`config.mk`:
```
export PLATFORM = sky130hd
export DESIGN_NAME = imem_fetch_arbiter
export DESIGN_NICKNAME = d
export VERILOG_FILES = /design/src/rtl/imem_fetch_arbiter.sv
export SDC_FILE = /design/constraint.sdc
export NUM_CORES = 1
export LEC_CHECK = 0
export BUFFER_PORTS_ARGS = -buffer_cell sky130_fd_sc_hd__buf_4
export CORE_ASPECT_RATIO = 0.8
export CORE_MARGIN = 1
export CORE_UTILIZATION = 45
export CTS_BUF_LIST = sky130_fd_sc_hd__clkbuf_2
export DETAILED_ROUTE_END_ITERATION = 7
export PLACE_DENSITY = 0.89
export SLEW_MARGIN = 20
export SYNTH_ARGS = -nofsm -noshare
export SYNTH_HDL_FRONTEND = slang
export SYNTH_SLANG_ARGS = --single-unit
```
`constraint.sdc`:
```
create_clock -name CLK -period 3.35 [get_ports CLK]
set_input_delay 1.005 -clock CLK [delete_from_list [all_inputs] [get_ports CLK]]
set_output_delay 1.005 -clock CLK [all_outputs]
set_load 0.05 [all_outputs]
```
`src/rtl/imem_fetch_arbiter.sv`:
```
// imem_fetch_arbiter: shares the 128 x 19-bit instruction memory port between
// the CPU fetch path and a program loader. Reads take READ_LAT cycles, writes
// take one, ties are broken round-robin, and BUSYWAIT stalls the CPU.
// Optional feature macro: FETCH_BUF_EN adds a one-entry fetch buffer that
// answers repeated fetches of the last-read address without a memory access.
module imem_fetch_arbiter #(
  parameter int ADDR_W   = 7,
  parameter int INSTR_W  = 19,
  parameter int READ_LAT = 2
) (
  input  logic               CLK,
  input  logic               RESET,
  input  logic [31:0]        PC,
  input  logic               FETCH_REQ,
  output logic [INSTR_W-1:0] INSTRUCTION,
  output logic               FETCH_VALID,
  output logic               ADDR_ERR,
  output logic               BUSYWAIT,
  input  logic               LD_REQ,
  input  logic [ADDR_W-1:0]  LD_ADDR,
  input  logic [INSTR_W-1:0] LD_DATA,
  output logic               LD_ACK,
  output logic [ADDR_W-1:0]  MEM_ADDR,
  output logic               MEM_RE,
  output logic               MEM_WE,
  output logic [INSTR_W-1:0] MEM_WDATA,
  input  logic [INSTR_W-1:0] MEM_RDATA
);

  localparam int CNT_W = $clog2(READ_LAT + 1);
  localparam logic GRANT_FETCH  = 1'b0;
  localparam logic GRANT_LOADER = 1'b1;

  typedef enum logic [1:0] {IDLE, READ, WRITE} state_t;

  state_t             state;
  logic [CNT_W-1:0]   cnt;
  logic               last_grant;
  logic               idle_free;
  logic               grant_fetch;
  logic               grant_ld;
  logic               pc_err;
  logic               read_done;
  logic               buf_hit;
  logic [INSTR_W-1:0] buf_data;

  assign BUSYWAIT = FETCH_REQ & ~FETCH_VALID;

  // Arbitration: idle only accepts once the previous completion pulse is gone,
  // and on a tie the requester that was not served last wins.
  always_comb begin
    idle_free   = (state == IDLE) && !FETCH_VALID && !LD_ACK;
    grant_fetch = idle_free && FETCH_REQ && (!LD_REQ || (last_grant == GRANT_LOADER));
    grant_ld    = idle_free && LD_REQ && !grant_fetch;
    pc_err      = |PC[31:ADDR_W];
    read_done   = (state == READ) && (cnt == CNT_W'(1));
  end

`ifdef FETCH_BUF_EN
  logic              buf_vld;
  logic [ADDR_W-1:0] buf_addr;
  logic [INSTR_W-1:0] buf_word;

  assign buf_hit  = buf_vld && (buf_addr == PC[ADDR_W-1:0]);
  assign buf_data = buf_word;

  // Buffer valid bit: set by every completed memory read, cleared by reset.
  always_ff @(posedge CLK) begin
    if (!RESET)
      buf_vld <= 1'b0;
    else if (read_done)
      buf_vld <= 1'b1;
  end

  // Buffer contents: capture each read; a loader write to the same address keeps it coherent.
  always_ff @(posedge CLK) begin
    if (read_done) begin
      buf_addr <= MEM_ADDR;
      buf_word <= MEM_RDATA;
    end else if (grant_ld && buf_vld && (LD_ADDR == buf_addr)) begin
      buf_word <= LD_DATA;
    end
  end
`else
  assign buf_hit  = 1'b0;
  assign buf_data = '0;
`endif

  // Main sequencer: grants in IDLE, counts read latency in READ, acks in WRITE.
  always_ff @(posedge CLK) begin
    if (!RESET) begin
      state       <= IDLE;
      cnt         <= '0;
      last_grant  <= GRANT_LOADER;
      INSTRUCTION <= '0;
      FETCH_VALID <= 1'b0;
      ADDR_ERR    <= 1'b0;
      LD_ACK      <= 1'b0;
      MEM_ADDR    <= '0;
      MEM_RE      <= 1'b0;
      MEM_WE      <= 1'b0;
      MEM_WDATA   <= '0;
    end else begin
      FETCH_VALID <= 1'b0;
      ADDR_ERR    <= 1'b0;
      LD_ACK      <= 1'b0;
      MEM_RE      <= 1'b0;
      MEM_WE      <= 1'b0;
      case (state)
        IDLE: begin
          if (grant_fetch) begin
            last_grant <= GRANT_FETCH;
            if (pc_err) begin
              INSTRUCTION <= '0;
              FETCH_VALID <= 1'b1;
              ADDR_ERR    <= 1'b1;
            end else if (buf_hit) begin
              INSTRUCTION <= buf_data;
              FETCH_VALID <= 1'b1;
            end else begin
              MEM_RE   <= 1'b1;
              MEM_ADDR <= PC[ADDR_W-1:0];
              cnt      <= CNT_W'(READ_LAT);
              state    <= READ;
            end
          end else if (grant_ld) begin
            last_grant <= GRANT_LOADER;
            MEM_WE     <= 1'b1;
            MEM_ADDR   <= LD_ADDR;
            MEM_WDATA  <= LD_DATA;
            state      <= WRITE;
          end
        end
        READ: begin
          cnt <= cnt - CNT_W'(1);
          if (cnt == CNT_W'(1)) begin
            INSTRUCTION <= MEM_RDATA;
            FETCH_VALID <= 1'b1;
            state       <= IDLE;
          end
        end
        WRITE: begin
          LD_ACK <= 1'b1;
          state  <= IDLE;
        end
        default: state <= IDLE;
      endcase
    end
  end

endmodule

```
==> results.json <==
{
  "die_w_um": 79.8,
  "cts_resized": 0,
  "drc": 0,
  "die_y_um": 64.3,
  "drive_gt1_share_pct": 37.5,
  "peakVddDrop_uv": 264,
  "final_core_util_pct": 69.4,
  "rsz0062_at_grt": "false",
  "timing.rr.end": "MEM_ADDR[5]",
  "syn_to_final_growth_pct": 47.3,
  "setup_violations": 0,
  "hold_slack_ns": 0.463,
  "grt_max_degree": 57,
  "worstMarginPinSlew_ns": 0.837,
  "critPathCaptureType": "primary output",
  "crit-reg2reg-launch": "state[0]",
  "yosys_warnings": 0,
  "syn_avg_cell_area_um2": 8.35,
  "post_cts_buffers": 0,
  "hold_path_depth": 2,
  "ys_seq_area_share_pct": 50.5,
  "setup_tns_ns": 0,
  "final_common_cell": "buf_4",
  "wl_per_cell_um": 13.6,
  "crit_required_ns": 2.34,
  "first_pass_iters": 4,
  "path_max_fanout": 4,
  "whs_endpoint": "INSTRUCTION[5]",
  "syn_inst": 261,
  "antenna_found_initial": 0,
  "cts_max_path_buffers": 2,
  "row_count": 22,
  "drv_slew": 0,
  "numPortBuffers": 131,
  "total_power_uw": 1260,
  "wirelength_um": 6040,
  "crit_type": "primary input to primary output",
  "ff2ff_setup_slack_ns": 1.34,
  "worstPathArrival_ns": 1.49,
  "leakage_uw": 0.00143,
  "cts_root_buffer": "clkbuf_2",
  "drt_iter0_markers": 136,
  "hold_buffers": 0,
  "io_pins": 132,
  "globalplace.congestion": 0.773,
  "postRouteAntennaNets": 0,
  "start_util_pct": 47.1,
  "relSlewSlack_pct": 44.2,
  "clk_latency_ns": 0.45,
  "ff2ff_path_depth": 4,
  "cts_buffers": 5,
  "grtUsageTotal_pct": 23.7,
  "drv_cap": 0,
  "hp-start": "INSTRUCTION[5]",
  "overflow": 0,
  "die-area_um2": 5130,
  "finalNetCount": 465,
  "mappedNetlistNets": 343,
  "synth-seq-cells": 55,
  "first_global_vias": 2227,
  "dpl.hpwl_um": 4460,
  "cp-start-kind": "primary input",
  "skew_ns": 0.0340,
  "htreeDepth": 2,
  "ys_types": 33,
  "period_minus_slack_ns": 2.50,
  "status": "finished, final reports clean",
  "hold_viol_final": 0,
  "antenna_cells": 0,
  "cellPowerDensity_nw_per_um2": 393,
  "via_count": 2289,
  "grt_first_pass_wirelength_um": 9470,
  "clk_pin_slew_ns": 0.23,
  "vias_per_cell": 5.16,
  "min_path_type": "flip-flop to flip-flop",
  "cts_tree": "done",
  "layout_common_cells": "133 x buf_4, 81 x nand2_1, 55 x dfxtp_1, 20 x o21ai_1, 18 x a21boi_1",
  "fillers": 405,
  "coreArea_um2": 4620,
  "cts.sinks": 55,
  "max_freq_ghz": 0.401,
  "period_share_pct": 74.5,
  "synth_area_um2": 2180
}
area by class of cell:
class / instances / area [um^2] / share of cell area (%)
Clock buffer: 6 / 30.0 / 0.935
Clock inverter: 2 / 12.5 / 0.390
Multi-Input combinational cell: 185 / 982 / 30.6
Sequential cell: 55 / 1100 / 34.3
Tap cell: 60 / 75.1 / 2.34
Timing Repair Buffer: 133 / 998 / 31.1
Inverter: 3 / 11.3 / 0.351
flip-flops by register name, indices dropped and copies added (netlist names):
| name | count |
|---|---|
| ADDR_ERR | 1 |
| INSTRUCTION | 19 |
| MEM_WE | 1 |
| MEM_RE | 1 |
| MEM_WDATA | 19 |
| cnt | 2 |
| state | 2 |
| LD_ACK | 1 |
| MEM_ADDR | 7 |
| FETCH_VALID | 1 |
| last_grant | 1 |
cells by family after synthesis:
family | after synthesis | share of synthesized area [%]
DFF | 55 | 50.5
and+or+nand+nor | 123 | 25.9
AOI/OAI and AO/OA | 61 | 18.5
buffers and inverters | 21 | 4.42
adders and majority gates | 1 | 0.574
stage by stage:
step,cell area [um^2],instances,setup WS [ns]
2_1_floorplan,2180,261,0.639
3_3_place_gp,3170,436,0.781
3_5_place_dp,3170,436,0.721
4_1_cts,3210,444,0.848
5_1_grt,3210,444,0.804
6_report,3210,444,0.854
routing by layer:
layer,vias to the layer above,track usage (%),share of wire [%]
li1,1140,-,-
met1,1036,26.7,42
met2,103,43.4,50
met3,10,5.57,7.5
met4,0,8.48,1.3
met5,-,0,0
critical path, cell delays in order:
cell and delay, ns:
buf_4 0.10, inv_1 0.06, nor2_1 0.11, buf_4 0.21
worst max path at each step:
stage,start,cells past startpoint,end
after floorplan,FETCH_REQ,2,BUSYWAIT
after global routing,FETCH_REQ,4,BUSYWAIT
final,FETCH_REQ,4,BUSYWAIT
after detailed placement,PC[11],5,cnt[0]
after CTS,FETCH_REQ,4,BUSYWAIT
after global placement,PC[11],5,cnt[1]
Yosys cell counts (all sizes together):
library cell	number	area share (%)
inv	3	0.52
nor2	4	0.69
nand2b	2	0.57
and4	1	0.40
a21boi	19	6.5
o211ai	1	0.34
and3	3	0.86
a21oi	2	0.46
ha	1	0.57
o21ai	26	6.0
o31ai	1	0.34
o21a	1	0.34
a31o	1	0.40
nor2b	2	0.57
nor4	13	4.4
buf	10	2.5
nand3b	1	0.34
o311a	1	0.46
a311oi	7	2.8
nor3	10	2.3
o211a	1	0.46
and2	3	0.86
nand4	1	0.29
a32oi	1	0.40
nand2	81	14
dfxtp	55	51
nand3	2	0.69
clkbuf	8	1.4
power breakdown:
group          total [uW]  switching [uW]  internal (uW)
sequential            699            15.7            684
clock                 252             199           53.1
combinational         309             183            126
total                1260             398            863
Note: power is estimated with default switching activity, not from simulation.
